### config.mk
export PLATFORM = sky130hd
export DESIGN_NAME = uart_echo_tester_flat
export DESIGN_NICKNAME = d
export VERILOG_FILES = /design/src/rtl/uart_echo_tester_pkg.sv /design/src/rtl/uart_echo_tester_if.sv /design/src/rtl/uart_echo_tester_expect_gen.sv /design/src/rtl/uart_echo_tester.sv /design/src/flat_wrapper.sv
export SDC_FILE = /design/constraint.sdc
export NUM_CORES = 1
export LEC_CHECK = 0
export ABC_AREA = 0
export CORE_ASPECT_RATIO = 0.6
export CORE_MARGIN = 5
export CORE_UTILIZATION = 50
export DETAILED_ROUTE_END_ITERATION = 16
export GPL_ROUTABILITY_DRIVEN = 0
export PLACE_DENSITY = 0.7
export SYNTH_ARGS = -nofsm -noshare
export SYNTH_HDL_FRONTEND = slang
export SYNTH_SLANG_ARGS = --single-unit
### constraint.sdc
create_clock -name i_clk -period 7.2 [get_ports i_clk]
set_input_delay 1.44 -clock i_clk [delete_from_list [all_inputs] [get_ports i_clk]]
set_output_delay 1.44 -clock i_clk [all_outputs]
set_load 0.02 [all_outputs]
### src/rtl/uart_echo_tester_pkg.sv
// Shared types and character constants for the serial echo tester.
// ECHO_TEST_BS_EN adds the backspace stimulus as the final index.
package echo_test_pkg;

  typedef enum logic [2:0] {
    ST_IDLE      = 3'd0,
    ST_SEND      = 3'd1,
    ST_ISSUE     = 3'd2,
    ST_WAIT_RESP = 3'd3,
    ST_FINISH    = 3'd4
  } state_t;

  localparam logic [7:0] CHR_BS      = 8'h08;
  localparam logic [7:0] CHR_LF      = 8'h0A;
  localparam logic [7:0] CHR_CR      = 8'h0D;
  localparam logic [7:0] CHR_SP      = 8'h20;
  localparam logic [7:0] PRINT_FIRST = 8'h20;
  localparam logic [7:0] PRINT_LAST  = 8'h7E;

  localparam logic [6:0] IDX_PRINT_LAST = 7'd94;
  localparam logic [6:0] IDX_CR         = 7'd95;
  localparam logic [6:0] ERR_IDX_NONE   = 7'h7F;
`ifdef ECHO_TEST_BS_EN
  localparam logic [6:0] IDX_BS   = 7'd96;
  localparam logic [6:0] LAST_IDX = IDX_BS;
`else
  localparam logic [6:0] LAST_IDX = IDX_CR;
`endif

  function automatic logic is_upper(input logic [7:0] c);
    return (c >= 8'h41) && (c <= 8'h5A);
  endfunction

  function automatic logic is_lower(input logic [7:0] c);
    return (c >= 8'h61) && (c <= 8'h7A);
  endfunction

endpackage

### src/rtl/uart_echo_tester_if.sv
// Byte-level link between the tester and its UART transmitter/receiver pair.
interface uart_echo_tester_if;
  logic [7:0] tx_data;
  logic       tx_start;
  logic       tx_busy;
  logic [7:0] rx_data;
  logic       rx_valid;

  modport master (output tx_data, output tx_start,
                  input tx_busy, input rx_data, input rx_valid);
  modport slave  (input tx_data, input tx_start,
                  output tx_busy, output rx_data, output rx_valid);
endinterface

### src/rtl/uart_echo_tester_expect_gen.sv
// Maps stimulus index k and response position j to the stimulus byte,
// the expected echo byte and the response length n(k). ECHO_TEST_BS_EN adds BS.
module echo_expect_gen
  import echo_test_pkg::*;
(
  input  logic [6:0] i_k,
  input  logic [1:0] i_j,
  output logic [7:0] o_stim,
  output logic [7:0] o_exp,
  output logic [1:0] o_n
);

  // Stimulus / expectation table
  always_comb begin
    o_stim = 8'h00;
    o_exp  = 8'h00;
    o_n    = 2'd1;
    if (i_k <= IDX_PRINT_LAST) begin
      o_stim = PRINT_FIRST + {1'b0, i_k};
      if (is_upper(o_stim)) begin
        o_exp = o_stim + 8'h20;
      end else if (is_lower(o_stim)) begin
        o_exp = o_stim - 8'h20;
      end else begin
        o_exp = o_stim;
      end
    end else if (i_k == IDX_CR) begin
      o_stim = CHR_CR;
      o_n    = 2'd2;
      o_exp  = (i_j == 2'd0) ? CHR_CR : CHR_LF;
`ifdef ECHO_TEST_BS_EN
    end else if (i_k == IDX_BS) begin
      o_stim = CHR_BS;
      o_n    = 2'd3;
      o_exp  = (i_j == 2'd1) ? CHR_SP : CHR_BS;
`endif
    end else begin
      o_stim = 8'h00;
      o_exp  = 8'h00;
      o_n    = 2'd1;
    end
  end

endmodule

### src/rtl/uart_echo_tester.sv
// Echo-protocol initiator: sends the fixed stimulus sequence and checks echoes.
// Build macro ECHO_TEST_BS_EN appends the backspace stimulus.
module uart_echo_tester
  import echo_test_pkg::*;
#(
  parameter int CLK_FREQ      = 25_000_000,
  parameter int BAUD          = 115200,
  parameter int TIMEOUT_BYTES = 4
) (
  input  logic                        i_clk,
  input  logic                        i_rst,
  input  logic                        i_start,
  uart_echo_tester_if.master          u_if,
  output logic                        o_busy,
  output logic                        o_done,
  output logic                        o_pass,
  output logic [7:0]                  o_err_count,
  output logic                        o_timeout,
  output logic [6:0]                  o_first_err_idx
);

  localparam longint TO_CYCLES =
    (longint'(TIMEOUT_BYTES) * 64'sd10 * longint'(CLK_FREQ)) / longint'(BAUD);
  localparam int TO_W = $clog2(TO_CYCLES + 64'sd1);
  localparam logic [TO_W-1:0] TO_LIMIT = TO_W'(TO_CYCLES);

  state_t            r_state;
  state_t            w_state_nxt;
  logic [6:0]        r_k;
  logic [1:0]        r_j;
  logic              r_tx_seen;
  logic [TO_W-1:0]   r_to_cnt;
  logic [7:0]        r_tx_data;
  logic              r_tx_start;
  logic              r_busy;
  logic              r_done;
  logic              r_pass;
  logic [7:0]        r_err_count;
  logic              r_timeout;
  logic [6:0]        r_first_err_idx;

  logic [7:0]        w_stim;
  logic [7:0]        w_exp;
  logic [1:0]        w_n;
  logic              w_start_run;
  logic              w_load_tx;
  logic              w_issue;
  logic              w_in_wait;
  logic              w_j_done;
  logic              w_leave;
  logic              w_expire;
  logic              w_err_ev;
  logic [7:0]        w_err_cnt_nxt;

  echo_expect_gen u_expect_gen (
    .i_k    (r_k),
    .i_j    (r_j),
    .o_stim (w_stim),
    .o_exp  (w_exp),
    .o_n    (w_n)
  );

  assign w_j_done = (r_j == w_n);
  assign w_leave  = w_in_wait & w_j_done & r_tx_seen & ~u_if.tx_busy;
  // A received byte always beats a coincident expiry and restarts the counter.
  assign w_expire = w_in_wait & ~u_if.rx_valid & (r_to_cnt == TO_LIMIT) & ~w_leave;
  assign w_err_ev = (w_in_wait & u_if.rx_valid & (w_j_done | (u_if.rx_data != w_exp)))
                  | w_expire;
  assign w_err_cnt_nxt = (w_err_ev && (r_err_count != 8'hFF)) ? (r_err_count + 8'd1)
                                                               : r_err_count;

  // State register
  always_ff @(posedge i_clk) begin
    if (i_rst) begin
      r_state <= ST_IDLE;
    end else begin
      r_state <= w_state_nxt;
    end
  end

  // Next-state logic
  always_comb begin
    w_state_nxt = r_state;
    case (r_state)
      ST_IDLE:      w_state_nxt = i_start ? ST_SEND : ST_IDLE;
      ST_SEND:      w_state_nxt = u_if.tx_busy ? ST_SEND : ST_ISSUE;
      ST_ISSUE:     w_state_nxt = ST_WAIT_RESP;
      ST_WAIT_RESP: begin
        if (w_leave) begin
          w_state_nxt = (r_k == LAST_IDX) ? ST_FINISH : ST_SEND;
        end else begin
          w_state_nxt = ST_WAIT_RESP;
        end
      end
      ST_FINISH:    w_state_nxt = ST_IDLE;
      default:      w_state_nxt = ST_IDLE;
    endcase
  end

  // Per-state control decode
  always_comb begin
    w_start_run = 1'b0;
    w_load_tx   = 1'b0;
    w_issue     = 1'b0;
    w_in_wait   = 1'b0;
    case (r_state)
      ST_IDLE:      w_start_run = i_start;
      ST_SEND:      w_load_tx   = ~u_if.tx_busy;
      ST_ISSUE:     w_issue     = 1'b1;
      ST_WAIT_RESP: w_in_wait   = 1'b1;
      default:      w_start_run = 1'b0;
    endcase
  end

  // Counters, registered outputs and error bookkeeping
  always_ff @(posedge i_clk) begin
    if (i_rst) begin
      r_k             <= 7'd0;
      r_j             <= 2'd0;
      r_tx_seen       <= 1'b0;
      r_to_cnt        <= '0;
      r_tx_data       <= 8'h00;
      r_tx_start      <= 1'b0;
      r_busy          <= 1'b0;
      r_done          <= 1'b0;
      r_pass          <= 1'b0;
      r_err_count     <= 8'h00;
      r_timeout       <= 1'b0;
      r_first_err_idx <= ERR_IDX_NONE;
    end else begin
      r_tx_start <= w_load_tx;
      r_busy     <= (w_state_nxt != ST_IDLE);
      r_done     <= (w_state_nxt == ST_FINISH);
      if (w_start_run) begin
        r_k             <= 7'd0;
        r_err_count     <= 8'h00;
        r_timeout       <= 1'b0;
        r_pass          <= 1'b0;
        r_first_err_idx <= ERR_IDX_NONE;
      end else begin
        r_err_count <= w_err_cnt_nxt;
        if (w_err_ev && (r_first_err_idx == ERR_IDX_NONE)) begin
          r_first_err_idx <= r_k;
        end
        if (w_state_nxt == ST_FINISH) begin
          r_pass <= (w_err_cnt_nxt == 8'h00);
        end
        if (w_leave) begin
          r_k <= r_k + 7'd1;
        end
      end
      if (w_load_tx) begin
        r_tx_data <= w_stim;
      end
      if (w_issue) begin
        r_j       <= 2'd0;
        r_tx_seen <= 1'b0;
        r_to_cnt  <= '0;
      end else if (w_in_wait) begin
        if (u_if.tx_busy) begin
          r_tx_seen <= 1'b1;
        end
        if (u_if.rx_valid) begin
          r_to_cnt <= '0;
          if (!w_j_done) begin
            r_j <= r_j + 2'd1;
          end
        end else if (w_expire) begin
          // Give up on this stimulus; a transmitter that never went busy counts as sent.
          r_to_cnt  <= '0;
          r_j       <= w_n;
          r_tx_seen <= 1'b1;
          r_timeout <= 1'b1;
        end else begin
          r_to_cnt <= r_to_cnt + TO_W'(1);
        end
      end
    end
  end

  assign u_if.tx_data    = r_tx_data;
  assign u_if.tx_start   = r_tx_start;
  assign o_busy          = r_busy;
  assign o_done          = r_done;
  assign o_pass          = r_pass;
  assign o_err_count     = r_err_count;
  assign o_timeout       = r_timeout;
  assign o_first_err_idx = r_first_err_idx;

endmodule

### src/flat_wrapper.sv
// flat-port wrapper written by rule: the top's interface ports become plain ports
module uart_echo_tester_flat import echo_test_pkg::*;
#(
  parameter int CLK_FREQ      = 25_000_000,
  parameter int BAUD          = 115200,
  parameter int TIMEOUT_BYTES = 4
)
  (i_clk, i_rst, i_start, o_busy, o_done, o_pass, o_err_count, o_timeout, o_first_err_idx, u_if_tx_data, u_if_tx_start, u_if_tx_busy, u_if_rx_data, u_if_rx_valid);
  uart_echo_tester_if u_if_i ();
  input  logic i_clk;
  input  logic i_rst;
  input  logic i_start;
  output logic o_busy;
  output logic o_done;
  output logic o_pass;
  output logic [7:0] o_err_count;
  output logic o_timeout;
  output logic [6:0] o_first_err_idx;
  output wire logic [$bits(u_if_i.tx_data)-1:0] u_if_tx_data;
  output wire logic [$bits(u_if_i.tx_start)-1:0] u_if_tx_start;
  input wire logic [$bits(u_if_i.tx_busy)-1:0] u_if_tx_busy;
  input wire logic [$bits(u_if_i.rx_data)-1:0] u_if_rx_data;
  input wire logic [$bits(u_if_i.rx_valid)-1:0] u_if_rx_valid;
  assign u_if_tx_data = u_if_i.tx_data;
  assign u_if_tx_start = u_if_i.tx_start;
  assign u_if_i.tx_busy = u_if_tx_busy;
  assign u_if_i.rx_data = u_if_rx_data;
  assign u_if_i.rx_valid = u_if_rx_valid;
  uart_echo_tester #(.CLK_FREQ(CLK_FREQ), .BAUD(BAUD), .TIMEOUT_BYTES(TIMEOUT_BYTES)) u_core (.i_clk(i_clk), .i_rst(i_rst), .i_start(i_start), .u_if(u_if_i), .o_busy(o_busy), .o_done(o_done), .o_pass(o_pass), .o_err_count(o_err_count), .o_timeout(o_timeout), .o_first_err_idx(o_first_err_idx));
endmodule
==> results.toml, run 1 <==
[run_status]
run_status = "complete, no violations"

[yosys]
synth-compound-area-share = 0.178
synth_most_common_cell = "nor2_1"
yosys-mux-area-fraction = 0.0163
synth_edf_count = 0
ffs_latches_synth = 55
ys_types = 67
synthTopCellsByCount = "nor2_1 (66), dfxtp_1 (55), nand2_1 (33), a21oi_1 (26)"
synth_top_cells_by_area = "dfxtp_1 (34%), nor2_1 (7.7%), ha_1 (5.4%)"
synthCells = 402
synth_seq_area_share = 0.341
synth-async-reset-ratio = 0
yosys.area.top_type = "dfxtp_1"
synth_flop_cell = "dfxtp_1"
synthesis.nets = 429
yosys.area_share.simple = 0.318
syn_area_per_cell_sq_um = 8.04
post_synth_instance_area_sq_um = 3230
synth.top_cell.area_share = 0.341
synth_fa_ha_area_frac = 0.0542
xor_xnor_share_of_the_synthesized_area = 0.0433
synth_warnings = 0
synth_top_family_by_area = "simple AND/OR/NAND/NOR gates"

[clock_network]
cts_root_buffer = "clkbuf_8"
h_tree_level_count = 2
tritoncts_buffers = 5
cts_tree = "built"
number_of_resized_instances_in_the_post_cts_repair_step = 0
cts-root-to-sink-buffers = 2
worst_skew_pair.late_latency_ns = 0.31
clk_pin_slew_worst_paths_ns = 0.11
holdBufCountCts = 0
setup_fix_buffers_added_after_clock_tree_synthesis = 0
clock_sink_count = 55

[sta]
post-route-min-period_ns = 4.39
relSlewSlack = 0.541
tns_ns = 0
timing.final.crit_share = 0.610
setup_viol_count_final = 0
clock-skew-final_ns = 0.0129
finalHoldViolations = 0
transition_time_at_the_pin_with_the_least_slew_margin_ns = 0.686
rsz0062_at_grt = "false"
postLayoutSetupSlackWorst_ns = 2.81
worst_hold_slack_ns = 0.467
fmax_mhz = 228
finalMaxSlewViolations = 0

[routing]
routed-via-count = 2987
totalWireLength_um = 8010
drc = 0
drt_first_pass_iters = 5
route.antenna.remaining_nets = 0
initialDrtViolationCount = 204
detail_route.wl_per_cell_um = 15.6
route.detailed.vias_per_inst = 5.83

[worst_setup_path]
number_of_buffers_and_inverters_on_the_critical_path = 1
timing.critical_path.cells = "inv_1 > ha_1 > nor2b_1 > a31oi_1 > nand2_1 > and3_1 > o31a_1 > a211o_1 > nor4b_4 > nor3b_4 > or3_1 > a2111o_1 > a21oi_1"
path_max_fanout = 12
crit_path_end = "u_core.o_pass"
worst_setup_path_end_kind = "flip-flop"
setup.worst_path.class = "reg -> reg"
crit_cells = 13
critPathArrivalTime_ns = 4.64
critical-path-slowest-cell = "dfxtp_1"
worstReg2RegStart = "u_core.r_k[5]"
r2r-end = "u_core.o_pass"
worst-endpoint-required_ns = 7.45
worstSetupStartpoint = "u_core.r_k[5]"
start_kind = "flip-flop"
reg2regPathDepth = 13
timing.critical_path.slowest_cell_delay_ns = 0.65
cpLargestDelayFamily = "simple AND/OR/NAND/NOR gates"
worst-r2r-setup-slack_ns = 2.81

[floorplanning]
ioPinCount = 41
chipHeight_um = 72.3
die_area_sq_um = 8230
core_area_sq_um = 6190
floorplan.initialDensity = 0.522
die_width_um = 114
rows = 22

[worst_hold_path]
worst_hold_path_type = "reg -> reg"
hold_path_depth = 2

[placed_design]
post-dp-hpwl_um = 5980
dpl_cell_area_sq_um = 3620
preCtsSetupSlack_ns = 2.53
placed_cells_incl_taps = 505
portBuffers = 40

[power]
power_density_over_cell_area_nw_per_um2 = 142
vdd.ir_drop.worst_v = 0.0000779
power_leakage_nw = 1.35
total_power_uw = 527

[final_layout]
drive_gt1_frac = 0.0514
final_cell_count_without_fillers = 512
multiInputGateArea_sq_um = 1970
layout.core_utilization = 0.598
final_net_count = 455
stdcell_area_sq_um = 3700
fill_cells = 561
antennaDiodeCount = 0
register_area_sq_um = 1100
synthToLayoutAreaGrowth_pct = 14.6

[job]
timing.max_cap.violations = 0

[global_routing]
grt_pass1_wl_um = 13000
gr_ovfl_total = 0
global_route.usage.total = 0.193
grt_start_max_net_pins = 18
grt_antenna_before_repair = 0
via_count_of_the_first_global_routing_pass = 2539
[kinds of logic after synthesis]
family	Yosys count
and+or+nand+nor	193
AOI/OAI and AO/OA	87
DFF	55
buffers and inverters	32
xor gates and xnor gates	16
adders and majority gates	14
muxes	5
[flip-flops by register name (all words and copies together) (netlist names), 2 cells and up]
register                cells
u_core.o_err_count          8
u_core.r_state              3
u_core.o_first_err_idx      7
u_core.r_to_cnt            14
u_core.u_if.tx_data         8
u_core.r_k                  7
u_core.r_j                  2
[layout by cell type, fill, tap and decap left out, types with 3 or more instances in the layout]
cell,count
nor4_1,5
o211ai_1,5
dfxtp_1,55
nand2b_1,3
and2_1,5
or3_1,4
a21oi_1,26
nand2_1,33
clkdlybuf4s50_1,40
or4_1,5
nand3_1,10
nand4_1,8
clkbuf_8,5
inv_1,11
o21ai_1,8
mux2i_1,3
xor2_1,7
and3_1,16
nor3_1,7
nor2_1,66
nand3b_1,6
o21ai_0,16
a211oi_1,6
ha_1,14
nor2b_1,7
xnor2_1,9
[worst min-delay path: stages, from the launching register on]
cell,delay [ns]
dfxtp_1,0.32
nand2_1,0.05
a21oi_1,0.05
[power breakdown]
| group | internal [mW] | switching [mW] | leakage [nW] |
|---|---|---|---|
| logic | 0.0199 | 0.0262 | 0.866 |
| registers | 0.308 | 0.00322 | 0.445 |
| clock network | 0.0669 | 0.102 | 0.0440 |
[worst min path at each step]
stage	start	endpoint	slack, ns
2_1_floorplan	u_core.r_to_cnt[13]	u_core.r_to_cnt[13]	0.45
3_3_place_gp	u_core.u_if.tx_data[4]	u_core.u_if.tx_data[4]	0.44
3_5_place_dp	u_core.u_if.tx_data[4]	u_core.u_if.tx_data[4]	0.44
4_1_cts	u_core.u_if.tx_data[4]	u_core.u_if.tx_data[4]	0.47
5_1_grt	u_core.o_pass	u_core.o_pass	0.50
6_report	u_core.u_if.tx_data[4]	u_core.u_if.tx_data[4]	0.47
[cell type report]
class,count,share of cell area
Timing Repair Buffer,40,0.108
Sequential cell,55,0.297
Inverter,11,0.0111
Multi-Input combinational cell,315,0.533
Tap cell,84,0.0284
Clock inverter,2,0.00371
Clock buffer,5,0.0186
[metal layers]
layer / vias to the layer above / part of all wire / GRT usage
met1: 1382 / 0.54 / 0.317
met5: - / 0 / 0
met3: 4 / 0.083 / 0.0475
li1: 1488 / - / -
met4: 0 / 0.0060 / 0.0395
met2: 113 / 0.37 / 0.247
Power figures use the tool's default switching activity.
==> run 2: changes to the inputs <==
PLACE_DENSITY = 0.73   (was 0.7)
clock period = 3.6 ns   (was 7.2 ns; I/O delays follow)
==> results.toml, run 2 (synthesis gave the netlist of run 1 again) <==
[placed_design]
post-dp-hpwl_um = 6380
portBuffers = 40

[sta]
relSlewSlack = 0.551
fmax_mhz = 287
clock-skew-final_ns = 0.0106
timing.final.crit_share = 0.966
post-route-min-period_ns = 3.48
transition_time_at_the_pin_with_the_least_slew_margin_ns = 0.671
rsz0062_at_grt = "false"
setup_viol_count_final = 0
finalHoldViolations = 0
worst_hold_slack_ns = 0.475
finalMaxSlewViolations = 0

[clock_network]
worst_skew_pair.late_latency_ns = 0.31
cts_tree = "built"
cts_root_buffer = "clkbuf_8"
h_tree_level_count = 2
clock_sink_count = 55
clk_pin_slew_worst_paths_ns = 0.11
cts-root-to-sink-buffers = 2
tritoncts_buffers = 5

[final_layout]
top_register = "u_core.r_to_cnt"
antennaDiodeCount = 0
fill_cells = 513
largest_register_ff_count = 14
final_net_count = 484
layout.core_utilization = 0.662
synthToLayoutAreaGrowth_pct = 26.7
drive_gt1_frac = 0.172
mostFrequentLayoutCell = "nor2_1"
layout_common_cells = "nor2_1 (62), dfxtp_1 (49), clkdlybuf4s50_1 (40)"

[global_routing]
grt_start_max_net_pins = 18
gr_ovfl_total = 0
grt_pass1_wl_um = 13900
global_route.usage.total = 0.208
via_count_of_the_first_global_routing_pass = 2761
grt_antenna_before_repair = 0

[power]
vdd.ir_drop.worst_v = 0.000169
power_leakage_nw = 1.52
power_density_over_cell_area_nw_per_um2 = 258

[floorplanning]
chipHeight_um = 72.3
floorplan.initialDensity = 0.522
core_area_sq_um = 6190
die_width_um = 114
ioPinCount = 41
die_area_sq_um = 8230
rows = 22

[run_status]
run_status = "complete, no violations"

[worst_setup_path]
start_kind = "flip-flop"
worst-r2r-setup-slack_ns = 0.12
path_max_fanout = 6
setup.worst_path.class = "reg -> reg"
r2r-end = "u_core.o_pass"
reg2regPathDepth = 15
worst-endpoint-required_ns = 3.84
critPathArrivalTime_ns = 3.72
worstReg2RegStart = "u_core.r_k[1]"
worst_setup_path_end_kind = "flip-flop"

[routing]
totalWireLength_um = 8840
route.antenna.remaining_nets = 0
initialDrtViolationCount = 214
routed-via-count = 3156
drc = 0
route.detailed.vias_per_inst = 5.82
drt_first_pass_iters = 4
detail_route.wl_per_cell_um = 16.3

[worst_hold_path]
worst_hold_path_type = "reg -> reg"
timing.hold.worst_endpoint = "u_core.u_if.tx_data[4]"
hold_path_depth = 2
min-delay-start = "u_core.u_if.tx_data[4]"

[job]
timing.max_cap.violations = 0
==> run 2: changes by cell type in the layout (fill, tap and decap cells not counted), moves of 3 or more <==
| cell | change |
|---|---|
| buf_4 | +29 |
| dfxtp_1 | -6 |
| ha_1 | -4 |
| nor2_1 | -4 |
| dfxtp_2 | +3 |
| dfxtp_4 | +3 |
==> run 2: metal layers <==
layer | wire length (um) | global-route usage | vias to the layer above
met5 | 0 | 0 | -
met4 | 60 | 0.0290 | 0
met3 | 761 | 0.0433 | 7
met2 | 3330 | 0.273 | 135
met1 | 4690 | 0.345 | 1471
li1 | - | - | 1543
==> run 2: worst max path at each step <==
stage	from	end	depth (start not counted)
floorplan	u_core.r_k[0]	u_core.o_pass	16
detailed placement	u_if_rx_data[2]	u_core.o_pass	11
global route	u_core.r_k[5]	u_core.o_pass	12
CTS	u_core.r_k[6]	u_core.o_pass	12
finish	u_core.r_k[1]	u_core.o_pass	15
global placement	u_if_rx_data[0]	u_core.o_pass	11
==> run 2: report_power, final <==
| group | switching (mW) | internal (mW) |
|---|---|---|
| Sequential | 0.00639 | 0.614 |
| Combinational | 0.0547 | 0.0416 |
| Clock | 0.206 | 0.136 |
==> run 2: final cells by class <==
class / instances / area [sq um] / share of cell area
Clock inverter: 3 / 20.0 / 0.00489
Clock buffer: 5 / 68.8 / 0.0168
Timing Repair Buffer: 69 / 618 / 0.151
Tap cell: 84 / 105 / 0.0256
Multi-Input combinational cell: 315 / 2130 / 0.519
Sequential cell: 55 / 1120 / 0.272
Inverter: 11 / 41.3 / 0.0101
==> run 2: critical path, stage by stage, from the launching register on <==
cell and delay (ns):
dfxtp_4 0.38, buf_4 0.15, ha_2 0.19, nand3b_1 0.17, buf_4 0.16, nor2_4 0.04, o31ai_4 0.26, buf_4 0.16
xnor2_1 0.08, nor3_2 0.18, nand4_1 0.17, nor4b_4 0.52, nor3b_4 0.07, or3_1 0.32, a2111o_1 0.41, a21oi_1 0.14
==> run 2: repair_timing <==
action / in CTS / in global routing
endpoints found under the setup margin: 1 / 1
pin swaps: 3 / 15
setup buffers: 1 / 4
gates resized for setup: 11 / 28
hold endpoints to repair: 0 / 0
hold buffers: 0 / 0
==> run 2: metrics by stage <==
| step | power, mW | TNS (ns) | std cells | cell area [sq um] | setup slack, ns |
|---|---|---|---|---|---|
| floorplan | 0.689 | 0 | 402 | 3240 | 0.00116 |
| global placement | 0.729 | -0.0690 | 529 | 3800 | -0.0690 |
| detailed placement | 0.730 | -0.146 | 529 | 3800 | -0.146 |
| CTS | 1.07 | 0 | 538 | 3940 | 0.0272 |
| global route | 1.10 | 0 | 542 | 4100 | 0.000799 |
| finish | 1.06 | 0 | 542 | 4100 | 0.122 |
==> run 3: changes to the inputs <==
clock period = 3.13 ns   (was 3.6 ns; I/O delays follow)
==> results.toml, run 3 (synthesis gave the netlist of run 1 again) <==
[placed_design]
placed_cells_incl_taps = 565
post-dp-hpwl_um = 6860
preCtsSetupSlack_ns = -0.360
portBuffers = 40

[global_routing]
grt_start_max_net_pins = 18
via_count_of_the_first_global_routing_pass = 3057
global_route.usage.total = 0.223
grt_antenna_before_repair = 0
gr_ovfl_total = 0
grt_pass1_wl_um = 14900

[final_layout]
drive_gt1_frac = 0.240
layout_common_cells = "buf_4 (65), nor2_1 (64), dfxtp_1 (50)"
largest_register_ff_count = 14
top_register = "u_core.r_to_cnt"
synthToLayoutAreaGrowth_pct = 35.9
antennaDiodeCount = 0
final_cell_count_without_fillers = 580
mostFrequentLayoutCell = "buf_4"
final_net_count = 522

[worst_hold_path]
min-delay-start = "u_core.u_if.tx_data[4]"
timing.hold.worst_endpoint = "u_core.u_if.tx_data[4]"
hold_path_depth = 2
worst_hold_path_type = "reg -> reg"

[routing]
initialDrtViolationCount = 267
routed-via-count = 3330
drt_first_pass_iters = 5
route.antenna.remaining_nets = 0
drc = 0
route.detailed.vias_per_inst = 5.74
detail_route.wl_per_cell_um = 15.8
totalWireLength_um = 9180

[sta]
clock-skew-final_ns = 0.00535
finalHoldViolations = 0
fmax_mhz = 294
setup_viol_count_final = 13
relSlewSlack = 0.525
postLayoutSetupSlackWorst_ns = -0.267
finalMaxSlewViolations = 0
transition_time_at_the_pin_with_the_least_slew_margin_ns = 0.712
worst_hold_slack_ns = 0.477
timing.final.crit_share = 1.09
rsz0062_at_grt = "true"
post-route-min-period_ns = 3.40

[floorplanning]
rows = 22
die_width_um = 114
core_area_sq_um = 6190
floorplan.initialDensity = 0.522
ioPinCount = 41
die_area_sq_um = 8230
chipHeight_um = 72.3

[clock_network]
worst_skew_pair.late_latency_ns = 0.32
holdBufCountCts = 0
clock_sink_count = 55
clk_pin_slew_worst_paths_ns = 0.10
h_tree_level_count = 2
tritoncts_buffers = 5
cts-root-to-sink-buffers = 2
cts_root_buffer = "clkbuf_8"
cts_tree = "built"

[run_status]
failed_checks = "setup timing"
run_status = "finished with violations"

[job]
timing.max_cap.violations = 0

[worst_setup_path]
worst-r2r-setup-slack_ns = -0.27
worstReg2RegStart = "u_core.r_k[1]"
start_kind = "flip-flop"
reg2regPathDepth = 14
setup.worst_path.class = "reg -> reg"
worst_setup_path_end_kind = "flip-flop"
worst-endpoint-required_ns = 3.39
critPathArrivalTime_ns = 3.65
path_max_fanout = 5
r2r-end = "u_core.o_pass"

[power]
power_leakage_nw = 1.72
power_density_over_cell_area_nw_per_um2 = 281
vdd.ir_drop.worst_v = 0.000210
[run 3: how the worst max path moves through the flow]
stage / end / from / depth (start not counted) / slack (ns)
3_5_place_dp: u_core.o_pass / u_if_rx_data[2] / 11 / -0.36
2_1_floorplan: u_core.o_pass / u_core.r_k[0] / 14 / -0.19
4_1_cts: u_core.o_pass / u_core.r_k[0] / 14 / -0.18
6_report: u_core.o_pass / u_core.r_k[1] / 14 / -0.27
5_1_grt: u_core.o_pass / u_core.r_k[1] / 14 / -0.37
3_3_place_gp: u_core.o_pass / u_if_rx_data[0] / 11 / -0.30
[run 3: area by class of cell]
cell class | instances | area [sq um]
Sequential cell | 55 | 1110
Tap cell | 84 | 105
Inverter | 11 | 50.0
Clock inverter | 3 | 20.0
Clock buffer | 5 | 68.8
Fill cell | 518 | 1800
Timing Repair Buffer | 107 | 920
Multi-Input combinational cell | 315 | 2120
[run 3: critical path: stages, from the launching register on]
cell,delay [ns]
dfxtp_4,0.40
clkinvlp_4,0.14
ha_1,0.21
nor2b_1,0.17
a31oi_2,0.27
nand2_1,0.11
and3_1,0.21
o31a_1,0.24
a211o_1,0.27
nor4b_4,0.27
buf_4,0.18
nor3b_4,0.05
or3_1,0.32
a2111o_1,0.36
a21oi_1,0.12
[run 3: stage by stage]
step | cell area, sq um | setup TNS [ns] | util | power, mW
2_1_floorplan | 3330 | -0.451 | - | 0.792
3_3_place_gp | 4160 | -1.91 | 0.672 | 0.848
3_5_place_dp | 4160 | -2.43 | 0.672 | 0.849
4_1_cts | 4310 | -0.190 | 0.696 | 1.24
5_1_grt | 4390 | -3.86 | 0.709 | 1.28
6_report | 4390 | -1.69 | 0.709 | 1.24
[run 3: report_power, final]
part           internal (mW)  leakage, nW  switching, mW
clock network          0.156       0.0402          0.244
registers              0.707        0.448        0.00565
logic                 0.0564         1.23         0.0660
[run 3: routing by layer]
metal | wire length, um | global-route usage
met4 | 92 | 0.0501
met1 | 4710 | 0.342
met2 | 3510 | 0.307
met3 | 863 | 0.0642
met5 | 0 | 0
[run 3: what timing repair did]
action,CTS,global route
gates resized for setup,12,10
gates cloned,0,0
endpoints found under the setup margin,11,14
buffers inserted,2,6
pin swaps,6,2
